[src/rtl/rtc_bcd_timekeeper.sv]
// rtc_bcd_timekeeper: BCD real-time clock/calendar with prescaler, halt control and a single time-of-day alarm.
module rtc_bcd_timekeeper #(
  parameter int C_CLK_HZ   = 25000000,
  parameter int C_TICK_DIV = C_CLK_HZ,
  parameter int C_ALARM    = 1
) (
  input  logic        clk,
  input  logic        reset_n,
  input  logic        wr,
  input  logic [2:0]  addr,
  input  logic [7:0]  data,
  input  logic        alarm_set,
  input  logic [23:0] alarm_time,
  input  logic        alarm_en,
  input  logic        alarm_ack,
  output logic        tick,
  output logic [55:0] datetime_o,
  output logic        halted,
  output logic        alarm_pulse,
  output logic        alarm_flag
);
  localparam int CW = C_TICK_DIV > 1 ? $clog2(C_TICK_DIV) : 1;
  localparam logic [55:0] DT_RST = 56'h00_01_01_01_00_00_00;
  logic [CW-1:0] cnt_q, cnt_d;
  logic [55:0]   dt_q, dt_d, adv;
  logic [23:0]   al_time_q;
  logic          al_en_q, halted_q, halted_d, tick_q, adv_q, pulse_q, pulse_d, flag_q, flag_d;
  logic          tc, leap, c_ss, c_mi, c_hh, c_dd, c_mo;
  logic [7:0]    ss, mi, hh, wd, dd, mo, yy, dim;
  function automatic logic [7:0] bcd_inc(input logic [7:0] v, input logic [7:0] mx, input logic [7:0] mn);
    return v >= mx ? mn : (v[3:0] >= 4'd9 ? {v[7:4] + 4'd1, 4'd0} : v + 8'd1);
  endfunction
  assign {yy, mo, dd, wd, hh, mi, ss} = dt_q;
  assign tc = !halted_q && cnt_q == CW'(C_TICK_DIV - 1);
  // YY divisible by 4 in BCD: (2*tens + units) mod 4 == 0
  assign leap = (yy[1:0] + {yy[4], 1'b0}) == 2'd0;
  assign dim = mo == 8'h02 ? (leap ? 8'h29 : 8'h28) :
               (mo == 8'h04 || mo == 8'h06 || mo == 8'h09 || mo == 8'h11) ? 8'h30 : 8'h31;
  assign c_ss = ss >= 8'h59;
  assign c_mi = c_ss && mi >= 8'h59;
  assign c_hh = c_mi && hh >= 8'h23;
  assign c_dd = c_hh && dd >= dim;
  assign c_mo = c_dd && mo >= 8'h12;
  assign adv = {c_mo ? bcd_inc(yy, 8'h99, 8'h00) : yy,
                c_dd ? bcd_inc(mo, 8'h12, 8'h01) : mo,
                c_hh ? bcd_inc(dd, dim, 8'h01) : dd,
                c_hh ? bcd_inc(wd, 8'h07, 8'h01) : wd,
                c_mi ? bcd_inc(hh, 8'h23, 8'h00) : hh,
                c_ss ? bcd_inc(mi, 8'h59, 8'h00) : mi,
                bcd_inc(ss, 8'h59, 8'h00)};
  always_comb begin
    dt_d = wr ? dt_q : (tc ? adv : dt_q);
    if (wr && addr != 3'd7) dt_d[{addr, 3'b000} +: 8] = data;
    cnt_d = (wr && addr == 3'd0) ? '0 : halted_q ? cnt_q : tc ? '0 : cnt_q + CW'(1);
    halted_d = (wr && addr == 3'd7) ? data[0] : halted_q;
    // match is judged one cycle after a real advance, so writes can never trigger it
    pulse_d = C_ALARM != 0 && adv_q && al_en_q && dt_q[23:0] == al_time_q;
    flag_d = pulse_d || (flag_q && !alarm_ack);
  end
  always_ff @(posedge clk or negedge reset_n) begin
    if (!reset_n) begin
      cnt_q     <= '0;
      dt_q      <= DT_RST;
      al_time_q <= '0;
      al_en_q   <= 1'b0;
      halted_q  <= 1'b0;
      tick_q    <= 1'b0;
      adv_q     <= 1'b0;
      pulse_q   <= 1'b0;
      flag_q    <= 1'b0;
    end else begin
      cnt_q     <= cnt_d;
      dt_q      <= dt_d;
      al_time_q <= alarm_set ? alarm_time : al_time_q;
      al_en_q   <= alarm_set ? alarm_en : al_en_q;
      halted_q  <= halted_d;
      tick_q    <= tc;
      adv_q     <= tc && !wr;
      pulse_q   <= pulse_d;
      flag_q    <= flag_d;
    end
  end
  assign tick        = tick_q;
  assign datetime_o  = dt_q;
  assign halted      = halted_q;
  assign alarm_pulse = pulse_q;
  assign alarm_flag  = flag_q;
endmodule

[config.mk]
export PLATFORM = sky130hd
export DESIGN_NAME = rtc_bcd_timekeeper
export DESIGN_NICKNAME = d
export VERILOG_FILES = /design/src/rtl/rtc_bcd_timekeeper.sv
export SDC_FILE = /design/constraint.sdc
export NUM_CORES = 1
export LEC_CHECK = 0
export ABC_AREA = 1
export BUFFER_PORTS_ARGS = -buffer_cell sky130_fd_sc_hd__buf_2
export CORE_ASPECT_RATIO = 0.7
export CORE_MARGIN = 2
export CORE_UTILIZATION = 50
export CTS_CLUSTER_DIAMETER = 120
export CTS_CLUSTER_SIZE = 30
export DETAILED_ROUTE_END_ITERATION = 8
export PLACE_DENSITY = 0.72
export SETUP_SLACK_MARGIN = 0.4
export SYNTH_ARGS = -nofsm -noshare
export SYNTH_HDL_FRONTEND = slang
export SYNTH_SLANG_ARGS = --single-unit
[constraint.sdc]
create_clock -name clk -period 4.4 [get_ports clk]
set_clock_uncertainty 0.1 [all_clocks]
set_input_delay 0 -clock clk [delete_from_list [all_inputs] [get_ports clk]]
set_output_delay 0 -clock clk [all_outputs]
set_load 0.005 [all_outputs]
==> flow_summary.toml <==
[route]
wl_per_cell_um = 16.6
drtIter0Drc = 753
drtAntennaViolNets = 0
vias = 7338
drt-total-wl_um = 21900
drc = 0
dr.pass1.iters = 5
routed_via_density = 5.56

[timing]
max_freq_mhz = 295
final.period_utilization_pct = 76.9
relSlewSlack_pct = 39.5
rsz0062_at_grt = "no"
worstMarginPinSlew_ns = 0.907
tns_ns = 0
report.final.slew_viol_count = 0
setup_viol = 0
whs_ns = 0.0675
period_needed_ns = 3.39
hold_violations = 0

[die]
initial_core_util_pct = 51.0
core-area_um2 = 14600
die_h_um = 106
row_count = 37
die_w_um = 150
ioPinCount = 101
design.die.area_um2 = 15900

[synthesis]
synth_area_um2 = 7460
yosys.area_share.adder_pct = 7.38
syn_inst = 982
synth-edff-count = 0
synth_fp_nets = 1067
synthArstFlopShare_pct = 100
muxShareOfSynthArea_pct = 1.81
yosysWarnings = 0
synth_cell_types = 51
avgSynthCellArea_um2 = 7.60
synth_top_family_by_area = "simple AND/OR/NAND/NOR gates"
yosysSeqAreaShare_pct = 37.3
synth_ff_type = "dfrtp_1"
yosys.area_share.simple_pct = 25.9
ys_ff_latch = 111
synth_xor_area_share_pct = 2.23
synth_compound_area_share_pct = 16.1

[setup_path]
cp_common_cell = "nand2_1"
endpoint_kind = "flop"
crit_cells = 18
r2r_setup_slack_ns = 1.01
ff2ff_path_depth = 18
crit_slowest_cell = "nor3_1"
cp.arrival_ns = 3.54
critPathLaunch = "datetime_o[40]"
critPathRequiredTime_ns = 4.55
crit_buf_inv = 3
r2r-start = "datetime_o[40]"
path_delay_family = "simple AND/OR/NAND/NOR gates"
cp-endpoint = "datetime_o[53]"
crit_path_start_kind = "flop"
critPathKind = "reg -> reg"
crit_chain = "inv_1 > ha_1 > inv_1 > nor3_1 > o21ai_0 > ha_1 > nand2_1 > nor2_1 > nand2_1 > nand2_1 > nor2_1 > inv_1 > nand2_4 > nor2_8 > nand2_4 > or2_0 > nand3_1 > nand2_1"
r2r_end = "datetime_o[53]"
max_stage_delay_ns = 0.49
cp_max_fo = 8

[clock_network]
path_clk_slew_ns = 0.07
cts_max_path_buffers = 2
postCtsSetupBuffers = 0
clock_latency_ns = 0.36
root_buffer = "clkbuf_16"
cts_buffers = 9
numClockSinks = 111
cts_tree = "yes"
htree_levels = 3
cts_resized = 0
cts-hold-fix-buffers = 38

[global_route]
grt_max_degree = 70
grt_util_all_layers_pct = 28.2
grt_pass1_wl_um = 34900
grt_pass1_vias = 6513
grt_antenna_before_repair = 0
grt_overflow_total = 0

[placement]
placed_area_um2 = 8150
detailed_place_hpwl_um = 16400
place_inst = 1266
gp_congestion = 0.939
io_buffers = 100

[job]
drv_cap = 0

[finish]
drive_above_1_share_pct = 16.2
syn2layout_area_growth_pct = 18.1
final_common_cell = "nand2_1"
mostFrequentLayoutCells = "nand2_1 (170), inv_1 (154), dfrtp_1 (108)"
layout.cells.non_filler = 1320
fin_nets = 1205
design_area_um2 = 8810
n_antenna_cell = 0

[power_and_ir_drop]
peakVddDrop_uv = 203
power.density_nw_per_um2 = 408
power.total_mw = 3.60
p_leak_nw = 4.41

[outcome]
status = "complete, no violations"

[worst_hold_path]
hold_class = "in -> reg"
-- tightest hold or removal path, delay by kind of cell --
kind	cells	cell delay, ns
compound gates	1	0.07
buf+inv	1	0.12
fa+ha+maj	1	0.21
simple gates	1	0.09
-- power breakdown --
group	switching [mW]	internal [mW]
Combinational	0.792	0.506
Sequential	0.284	1.22
Clock	0.395	0.403
-- stage by stage --
step | setup WS [ns] | utilization, %
final | 1.01 | 60.2
after global routing | 0.669 | 60.2
after CTS | 1.11 | 60.2
after detailed placement | 1.14 | 55.7
after global placement | 1.26 | 55.7
after floorplan | 1.61 | -
-- flip-flops by register name, summed over array words and instances, names as in the netlist --
register	flops
datetime_o	56
cnt_q	25
al_time_q	24
adv_q	1
al_en_q	1
alarm_flag	1
alarm_pulse	1
halted	1
tick	1
-- logic make-up after synthesis --
group                    count (synthesis)
XOR/XNOR                                19
adder cells (fa/ha/maj)                 44
flip-flops                             111
buffers and inverters                  176
multiplexers                            12
AND/OR/NAND/NOR                        411
AO/OA/AOI/OAI                          209
-- layer usage --
layer | share of wire, % | global-route usage (%) | wire length, um
met1 | 49 | 45.3 | 10800
met2 | 39 | 37.5 | 8620
met3 | 10 | 7.30 | 2240
met4 | 1.1 | 5.73 | 249
met5 | 0 | 0 | 0
-- worst min-delay path by stage --
stage                     startpoint       end  slack [ns]  cells past startpoint
after detailed placement     reset_n  cnt_q[7]        0.08                      1
after global placement       reset_n  cnt_q[7]        0.08                      1
final                        addr[1]    halted        0.07                      4
after floorplan              reset_n     adv_q       -0.40                      0
after CTS                    addr[1]    halted        0.07                      4
after global routing         addr[1]    halted        0.12                      4
-- layout make-up --
type	instances	area [um^2]
well taps	195	244
flip-flops and latches	111	2780
repair buffers	139	891
clock buffers	10	239
inverters	164	623
clock inverters	6	45.0
multi-input cells	695	3990
fillers	1365	5820
-- Yosys cell counts (4+ instances only) --
cell type / n / area (um^2)
a21oi_1: 56 / 280
a22oi_1: 6 / 45.0
a31oi_1: 8 / 50.1
clkbuf_1: 8 / 30.0
dfrtp_1: 108 / 2700
ha_1: 44 / 551
inv_1: 154 / 578
inv_2: 7 / 26.3
mux2_2: 12 / 135
nand2_1: 170 / 638
nand2_2: 8 / 50.1
nand2_4: 7 / 78.8
nand3_1: 65 / 325
nand4_1: 11 / 68.8
nor2_1: 90 / 338
nor2_2: 8 / 50.1
nor2_4: 4 / 45.0
nor2_8: 4 / 80.1
nor3_1: 34 / 170
o211ai_1: 11 / 82.6
o21ai_0: 76 / 380
o21ai_1: 8 / 40.0
o22ai_1: 23 / 144
o31ai_1: 4 / 30.0
xor2_1: 16 / 140
Note: power is estimated with default switching activity, not from simulation.
